**src/rtl/change_dispenser.sv**
```systemverilog
// Coin payout sequencer: splits a refund (in 5rs units) into 10rs/5rs hopper
// ejections using a 4-phase req/ack handshake, with a stall timeout and fault latch.
module change_dispenser #(
    parameter int TIMEOUT_CYC = 255
) (
    input  logic       clk,
    input  logic       reset_n,
    input  logic       refund_valid,
    input  logic [3:0] refund_amt,
    output logic       refund_ready,
    output logic       hop10_req,
    output logic       hop5_req,
    input  logic       hop_ack,
    input  logic       hop10_empty,
    input  logic       hop5_empty,
    input  logic       fault_clr,
    output logic       busy,
    output logic       done,
    output logic       fault,
    output logic [3:0] remaining
);

    localparam int CNT_W = (TIMEOUT_CYC < 2) ? 1 : $clog2(TIMEOUT_CYC);
    localparam logic [CNT_W-1:0] CNT_LAST = CNT_W'(TIMEOUT_CYC - 1);

    typedef enum logic [2:0] {
        S_IDLE,
        S_SEL,
        S_REQ10,
        S_REQ5,
        S_ACKLOW,
        S_DONE,
        S_FAULT
    } state_t;

    state_t           state_q, state_d;
    logic [3:0]       rem_q, rem_d;
    logic [CNT_W-1:0] cnt_q, cnt_d;

    always_ff @(posedge clk or negedge reset_n) begin
        if (!reset_n) begin
            state_q <= S_IDLE;
            rem_q   <= 4'd0;
            cnt_q   <= '0;
        end else begin
            state_q <= state_d;
            rem_q   <= rem_d;
            cnt_q   <= cnt_d;
        end
    end

    always_comb begin
        state_d      = state_q;
        rem_d        = rem_q;
        cnt_d        = cnt_q;
        refund_ready = 1'b0;
        hop10_req    = 1'b0;
        hop5_req     = 1'b0;
        busy         = 1'b1;
        done         = 1'b0;
        fault        = 1'b0;

        unique case (state_q)
            S_IDLE: begin
                refund_ready = 1'b1;
                busy         = 1'b0;
                if (refund_valid) begin
                    rem_d   = refund_amt;
                    state_d = (refund_amt > 4'd10) ? S_FAULT : S_SEL;
                end
            end
            S_SEL: begin
                // Empty flags are only looked at here; the count restarts for the coming REQ state
                cnt_d = '0;
                if (rem_q == 4'd0)
                    state_d = S_DONE;
                else if (rem_q >= 4'd2 && !hop10_empty)
                    state_d = S_REQ10;
                else if (!hop5_empty)
                    state_d = S_REQ5;
                else
                    state_d = S_FAULT;
            end
            S_REQ10, S_REQ5: begin
                hop10_req = (state_q == S_REQ10);
                hop5_req  = (state_q == S_REQ5);
                if (hop_ack) begin
                    rem_d   = rem_q - ((state_q == S_REQ10) ? 4'd2 : 4'd1);
                    cnt_d   = '0;
                    state_d = S_ACKLOW;
                end else if (cnt_q == CNT_LAST) begin
                    state_d = S_FAULT;
                end else begin
                    cnt_d = cnt_q + 1'b1;
                end
            end
            S_ACKLOW: begin
                if (!hop_ack)
                    state_d = S_SEL;
                else if (cnt_q == CNT_LAST)
                    state_d = S_FAULT;
                else
                    cnt_d = cnt_q + 1'b1;
            end
            S_DONE: begin
                done    = 1'b1;
                state_d = S_IDLE;
            end
            S_FAULT: begin
                fault = 1'b1;
                if (fault_clr) begin
                    rem_d   = 4'd0;
                    state_d = S_IDLE;
                end
            end
            default: begin
                state_d = S_IDLE;
            end
        endcase
    end

    assign remaining = rem_q;

endmodule

```
**config.mk**
```make
export PLATFORM = sky130hd
export DESIGN_NAME = change_dispenser
export DESIGN_NICKNAME = d
export VERILOG_FILES = /design/src/rtl/change_dispenser.sv
export SDC_FILE = /design/constraint.sdc
export NUM_CORES = 1
export LEC_CHECK = 0
export ABC_AREA = 1
export CORE_MARGIN = 2
export CORE_UTILIZATION = 52
export DETAILED_ROUTE_END_ITERATION = 12
export HOLD_SLACK_MARGIN = 0.1
export PLACE_DENSITY = 0.79
export SYNTH_ARGS = -nofsm -noshare
export SYNTH_HDL_FRONTEND = slang
export SYNTH_SLANG_ARGS = --single-unit
```
**constraint.sdc**
```tcl
create_clock -name clk -period 2.55 [get_ports clk]
set_clock_uncertainty 0.05 [all_clocks]
set_input_delay 0.51 -clock clk [delete_from_list [all_inputs] [get_ports clk]]
set_output_delay 0.51 -clock clk [all_outputs]
set_load 0.005 [all_outputs]
```
Yosys cells after proc, flatten, opt, wreduce, memory -nomap -nowiden

Index checks and enable logic that the tools add are counted.

Register bits: 15
Latch bits: 0
Memory bits (writable): 0
Bits in read-only memories: 0
Bits of input ports: 11
Output and inout bits: 10
Word-level logic and storage cells: 53
Memories: 0

Add/subtract/negate cells: 2
$mul: 0
Div/mod/pow operators: 0
$lt $le $gt $ge: 2
Equality and inequality tests: 11
Shift-type cells: 0
Muxes and demuxes: 25
Bitwise gates (word level): 0
Reductions and logical operators: 10

Operators by type and width:

| cell                                                                                 | number |
|---|---|
| 3-bit two-way mux                                                                    | 9 |
| 8-bit two-way mux                                                                    | 3 |
| 8-bit case mux with 3 select lines                                                   | 1 |
| 3-bit case mux with 5 select lines                                                   | 1 |
| 4-bit two-way mux                                                                    | 3 |
| 4-bit case mux with 3 select lines                                                   | 1 |
| 3-bit == test (second input constant)                                                | 3 |
| 8-bit by 1-bit adder with 8-bit output (second input constant)                       | 1 |
| 8-bit == test (second input constant)                                                | 1 |
| 2-bit != test (second input constant)                                                | 4 |
| 3-bit by 2-bit == test with 1-bit output (second input constant)                     | 2 |
| 1-bit two-way mux                                                                    | 6 |
| 3-bit nonzero test                                                                   | 2 |
| 4-bit by 2-bit greater-or-equal comparator with 1-bit output (second input constant) | 1 |
| 4-bit > comparator (second input constant)                                           | 1 |
| 4-bit logical NOT                                                                    | 1 |
| 2-bit AND reduction                                                                  | 2 |
| 4-bit AND reduction                                                                  | 1 |
| 4-bit by 2-bit subtractor with 4-bit output                                          | 1 |
| 3-bit by 1-bit == test with 1-bit output (second input constant)                     | 1 |
| 3-bit logical NOT                                                                    | 1 |
| 2-bit two-way mux                                                                    | 1 |
| 2-bit OR reduction                                                                   | 1 |
| 1-bit logical AND                                                                    | 1 |
| 1-bit logical NOT                                                                    | 1 |

Depth between registers and ports, before layout

Depth in word-level cells: 5
Depth in mapped cells: 13
Gate-level depth less buffers: 13

Least setup slack after synthesis

OpenSTA, ideal clock, no wires.

Path kind: flip-flop to flip-flop
Start: reg state_q[2]
End: reg rem_q[2] (netlist: remaining[2])
Setup time: 0.117 ns
Arrival: 2.070 ns
Slack: 0.314 ns
Stages on the path, launching flop included: 12
Path buffers: 0
Cell sequence: dfrtp_1 > inv_4 > nand2_4 > nor2_1 > inv_1 > ha_1 > fa_1 > or2_2 > nand3_1 > o21ai_0 > nand2_1 > nand2_1

Longest elaborated chain between the ends: 5
Elaborated cells on any way between the ends: 14
Those cells by class: add/sub (1); eq/ne (6); mux (3); reduce/logical (4)

Ends and longest elaborated chain:

| item                                        | RTL line | RTL |
|---|---|---|
| from (decl)                                 | 36       | `state_t state_q, state_d;` |
| from (signal assigned)                      | 46       | `state_q <= state_d;` |
| 3-bit by 2-bit == test with 1-bit output    | 63, 88   |  |
| 2-bit two-way mux                           | 88       | `rem_d = rem_q - ((state_q == S_REQ10) ? 4'd2 : 4'd1);` |
| 4-bit by 2-bit subtractor with 4-bit output | 88       |  |
| 4-bit two-way mux                           | 87       | `if (hop_ack) begin` |
| 4-bit case mux with 3 select lines          | 63       | `unique case (state_q)` |
| to (signal assigned)                        | 47       | `rem_q <= rem_d;` |
| to (decl)                                   | 37       | `logic [3:0] rem_q, rem_d;` |

Parallel ways exist; a longest one is shown, timed or not. The select of a mux whose other input is x is not followed.
A chain may end at the register's enable or synchronous reset.

Final worst setup path

Same ends and word-level chain as after synthesis.

==> qor_table.md <==
| Result | Reported | Unit |
|:---|:---|:---|
| Status | finished clean | - |
| Most frequent cells in the layout | nand2_1, inv_1, clkdlybuf4s50_1, dfrtp_1 | - |
| Placed instance count | 231 | - |
| Post-route non-filler standard cell count | 235 | - |
| Worst slew slack as a fraction of its limit | 52.9 | % |
| Sink of the worst hold path | cnt_q[4]$_DFFE_PN0P_ | - |
| Total setup buffers inserted after CTS | 0 | - |
| Die extent in y | 52.6 | um |
| Crit Path Category | reg -> reg | - |
| Num ports | 21 | - |
| Final worst slack | 0.173 | ns |
| Global placement routability congestion | 0.844 | - |
| Syn_area_per_cell | 6.70 | um2 |
| Unrepaired setup endpoints after global routing | no | - |
| Sequential cell area fraction in the yosys report | 30.6 | % |
| Net count of the finished layout | 224 | - |
| Final Critical Period | 2.38 | ns |
| Xor/xnor share of the synthesized area | 2.14 | % |
| Area of the die | 0.00276 | mm2 |
| All-Layer GR Usage | 22.4 | % |
| Maximum clock rate | 421 | MHz |
| NetSw | 743 | uW |
| WL/cell | 11.9 | um |
| Number of max-cap violations | 0 | - |
| Largest buffer count on any clock path | 2 | - |
| Delay of the slowest cell on the worst path | 0.48 | ns |
| Cell depth of the worst hold path | 2 | - |
| CP Buf/Inv Count | 2 | - |
| Pin count of the biggest net entering global routing | 16 | - |
| Number of global-route vias before repair | 1085 | - |
| Largest family of logic cells by synthesized area | simple AND/OR/NAND/NOR gates | - |
| Final hold slack | 0.493 | ns |
| Synth Area in Adders | 5.71 | % |
| Multiplexer share of the synthesized area | 0 | % |
| Setup Viol. Count Final | 0 | - |
| Number of cells traversed by the worst register-to-register path | 11 | - |
| Number of design rule violations left after detail routing | 0 | - |
| Commonest non-fill, non-tap cell in the layout | nand2_1 | - |
| Nature of the critical path startpoint | flip-flop | - |
| Die extent in x | 52.6 | um |
| Core Area | 0.00221 | mm2 |
| Relative contribution of combinational cells to total power | 63.8 | % |
| Area fraction in compound gates after synthesis | 8.27 | % |
| Post-route fraction of the period consumed by the critical path | 93.2 | % |
| Count of cell types in the netlist | 26 | - |
| Latest clock arrival within the worst-skew pair | 0.28 | ns |
| CP arrival | 2.51 | ns |
| Number of diodes added for antenna fixing | 0 | - |
| Switching Share | 49.7 | % |
| P_int | 751 | uW |
| Net count of the mapped netlist | 199 | - |
| Root buf cell | clkbuf_4 | - |
| Simple-gate share of the synthesized area | 44.2 | % |
| Launching point of the worst reg2reg path | state_q[2]$_DFFE_PN0P_ | - |
| Share of power burned in registers | 26.8 | % |
| Register bit count reported by yosys | 15 | - |
| Gate family responsible for the most delay along the worst path | simple AND/OR/NAND/NOR gates | - |
| CTS tree | built | - |
| Final-layout setup total negative slack | 0 | ns |
| Crit path top cell by count | nand2_1 | - |
| Critical path, cell by cell | inv_4 > nand2_4 > nor2_2 > inv_1 > ha_1 > fa_1 > or2_2 > nand3_1 > o21ai_0 > nand2_1 > nand2_1 | - |
| Post-CTS clock slew at the launch and capture registers of the worst setup and hold paths | 0.09 | ns |
| Mean number of vias per cell | 4.99 | - |
| Effective utilization at floorplan | 55.4 | % |
| Detailed-router iteration count before antenna repair | 4 | - |
| HP Class | reg -> reg | - |
| Iteration-0 DRC count of the detailed router | 20 | - |
| Peak VDD IR | 644 | uV |
| Total Routed Length | 2790 | um |
| Reg-to-reg critical path endpoint | remaining[2]$_DFFE_PN0P_ | - |
| Port Buffers | 20 | - |
| Detailed placer's ending HPWL | 2230 | um |
| Detail Route Antenna Nets | 0 | - |
| Inserted Clock Buffers | 3 | - |
| LEAKAGE | 0.824 | nW |
| Largest driver fanout on the critical path | 8 | - |
| Final global-route overflow total | 0 | - |
| Wire length of the first global-routing pass | 4620 | um |
| Clock power frac | 9.4 | % |
| Worst setup slack for register-to-register paths | 0.17 | ns |
| Filler cells | 201 | - |
| Worst setup startpoint | state_q[2]$_DFFE_PN0P_ | - |
| Pre-CTS setup slack | 0.109 | ns |
| Count of clock tree sinks | 15 | - |
| Final hold viol count | 0 | - |
| Fraction of final layout cells with drive strength greater than 1 | 12.1 | % |
| Std cell rows | 17 | - |
| Syn. warnings | 0 | - |
| Power per standard cell area | 1000 | mW/mm2 |
| Least-Margin Pin Slew | 0.705 | ns |
| H-tree levels | 1 | - |
| Number of antenna violations at the first check in global routing | 0 | - |
| Type of element capturing the critical path | flip-flop | - |
| Synthesized instance count | 183 | - |
| Netlist area before placement | 0.00123 | mm2 |
| Synth-to-layout area growth | 21.5 | % |
| Number of max-slew violations in the final report | 0 | - |
| Hold_sp | cnt_q[4]$_DFFE_PN0P_ | - |
| Vias after detailed routing | 1173 | - |
| Worst-path cell with the longest stage delay | dfrtp_1 | - |
| Data required time of the critical path | 2.68 | ns |
-- worst reg2reg max path: stages, from the launching register on --
cell and delay, ns:
dfrtp_1 0.48, inv_4 0.16, nand2_4 0.10, nor2_2 0.19, inv_1 0.10, ha_1 0.24, fa_1 0.40, or2_2 0.29
nand3_1 0.06, o21ai_0 0.08, nand2_1 0.07, nand2_1 0.05
-- synthesized netlist by cell type --
master   count  area, um2
or2_2        1       6.26
inv_1       24       90.1
nand3_1     12       60.1
inv_4        1       6.26
nand2_2      3       18.8
nand2_1     76        285
o21ai_4      1       16.3
o21ai_2      1       8.76
nand4_1      2       12.5
ha_1         4       50.1
a21oi_4      1       16.3
nor2_1      13       48.8
xnor2_1      1       8.76
nand3_2      1       10.0
nor2_2       1       6.26
nand2_4      3       33.8
a21oi_1      3       15.0
inv_2        4       15.0
nand3_4      1       17.5
dfrtp_1     15        375
nor2_4       2       22.5
fa_1         1       20.0
xor2_1       2       17.5
o21ai_1      2       10.0
o21ai_0      7       35.0
nand2_8      1       20.0
-- sequential cells by signal, summed over array words and instances, names as in the netlist --
name and flops:
state_q 3, remaining 4, cnt_q 8
-- logic make-up (layout without fill, tap and decap cells) --
| kind of cell | Yosys count | after routing |
|---|---|---|
| and+or+nand+nor | 116 | 116 |
| buffers and inverters | 29 | 53 |
| AOI/OAI and AO/OA | 15 | 15 |
| DFF | 15 | 15 |
| adders and majority gates | 5 | 5 |
| xor gates and xnor gates | 3 | 3 |
-- stage by stage --
stage	total power [mW]	utilization [%]	area [um2]
6_report	1.49	67.4	1490
5_1_grt	1.63	67.4	1490
4_1_cts	1.49	67.3	1490
3_5_place_dp	1.35	66.1	1460
3_3_place_gp	1.31	66.1	1460
2_1_floorplan	1.03	-	1230
-- per-layer routing --
layer	global-route usage [%]	vias to the layer above	share of wire (%)
met2	40.0	17	51
met4	6.84	0	0.43
met5	0	-	0
li1	-	609	-
met1	28.0	545	46
met3	2.29	2	2.4
-- power groups by stage --
stage / logic (mW) / registers (mW) / clock network [mW]
floorplan: 0.651 / 0.384 / 0
global placement: 0.915 / 0.394 / 0
detailed placement: 0.951 / 0.397 / 0
CTS: 0.953 / 0.396 / 0.141
global route: 1.07 / 0.407 / 0.153
finish: 0.953 / 0.400 / 0.141
-- worst max-delay path by stage --
stage | endpoint | slack (ns) | cells past startpoint
2_1_floorplan | remaining[2]$_DFFE_PN0P_ | 0.31 | 11
3_3_place_gp | remaining[2]$_DFFE_PN0P_ | 0.29 | 11
3_5_place_dp | remaining[2]$_DFFE_PN0P_ | 0.11 | 11
4_1_cts | remaining[2]$_DFFE_PN0P_ | 0.09 | 11
5_1_grt | remaining[2]$_DFFE_PN0P_ | 0.06 | 11
6_report | remaining[2]$_DFFE_PN0P_ | 0.17 | 11
-- final cells by class --
cell class              instances  area [um2]  area share (%)
inverters                      29         111            7.47
well taps                      28        35.0            2.35
repair buffers                 20         200            13.4
clock buffers                   4        26.3            1.76
multi-input cells             139         742            49.8
flip-flops and latches         15         375            25.2
-- what timing repair did --
item | in CTS | in global routing
gates resized for setup | 0 | 1
setup endpoints to repair | 0 | 1
hold buffers | 0 | 0
No activity file was read; power rests on OpenSTA's default activity.
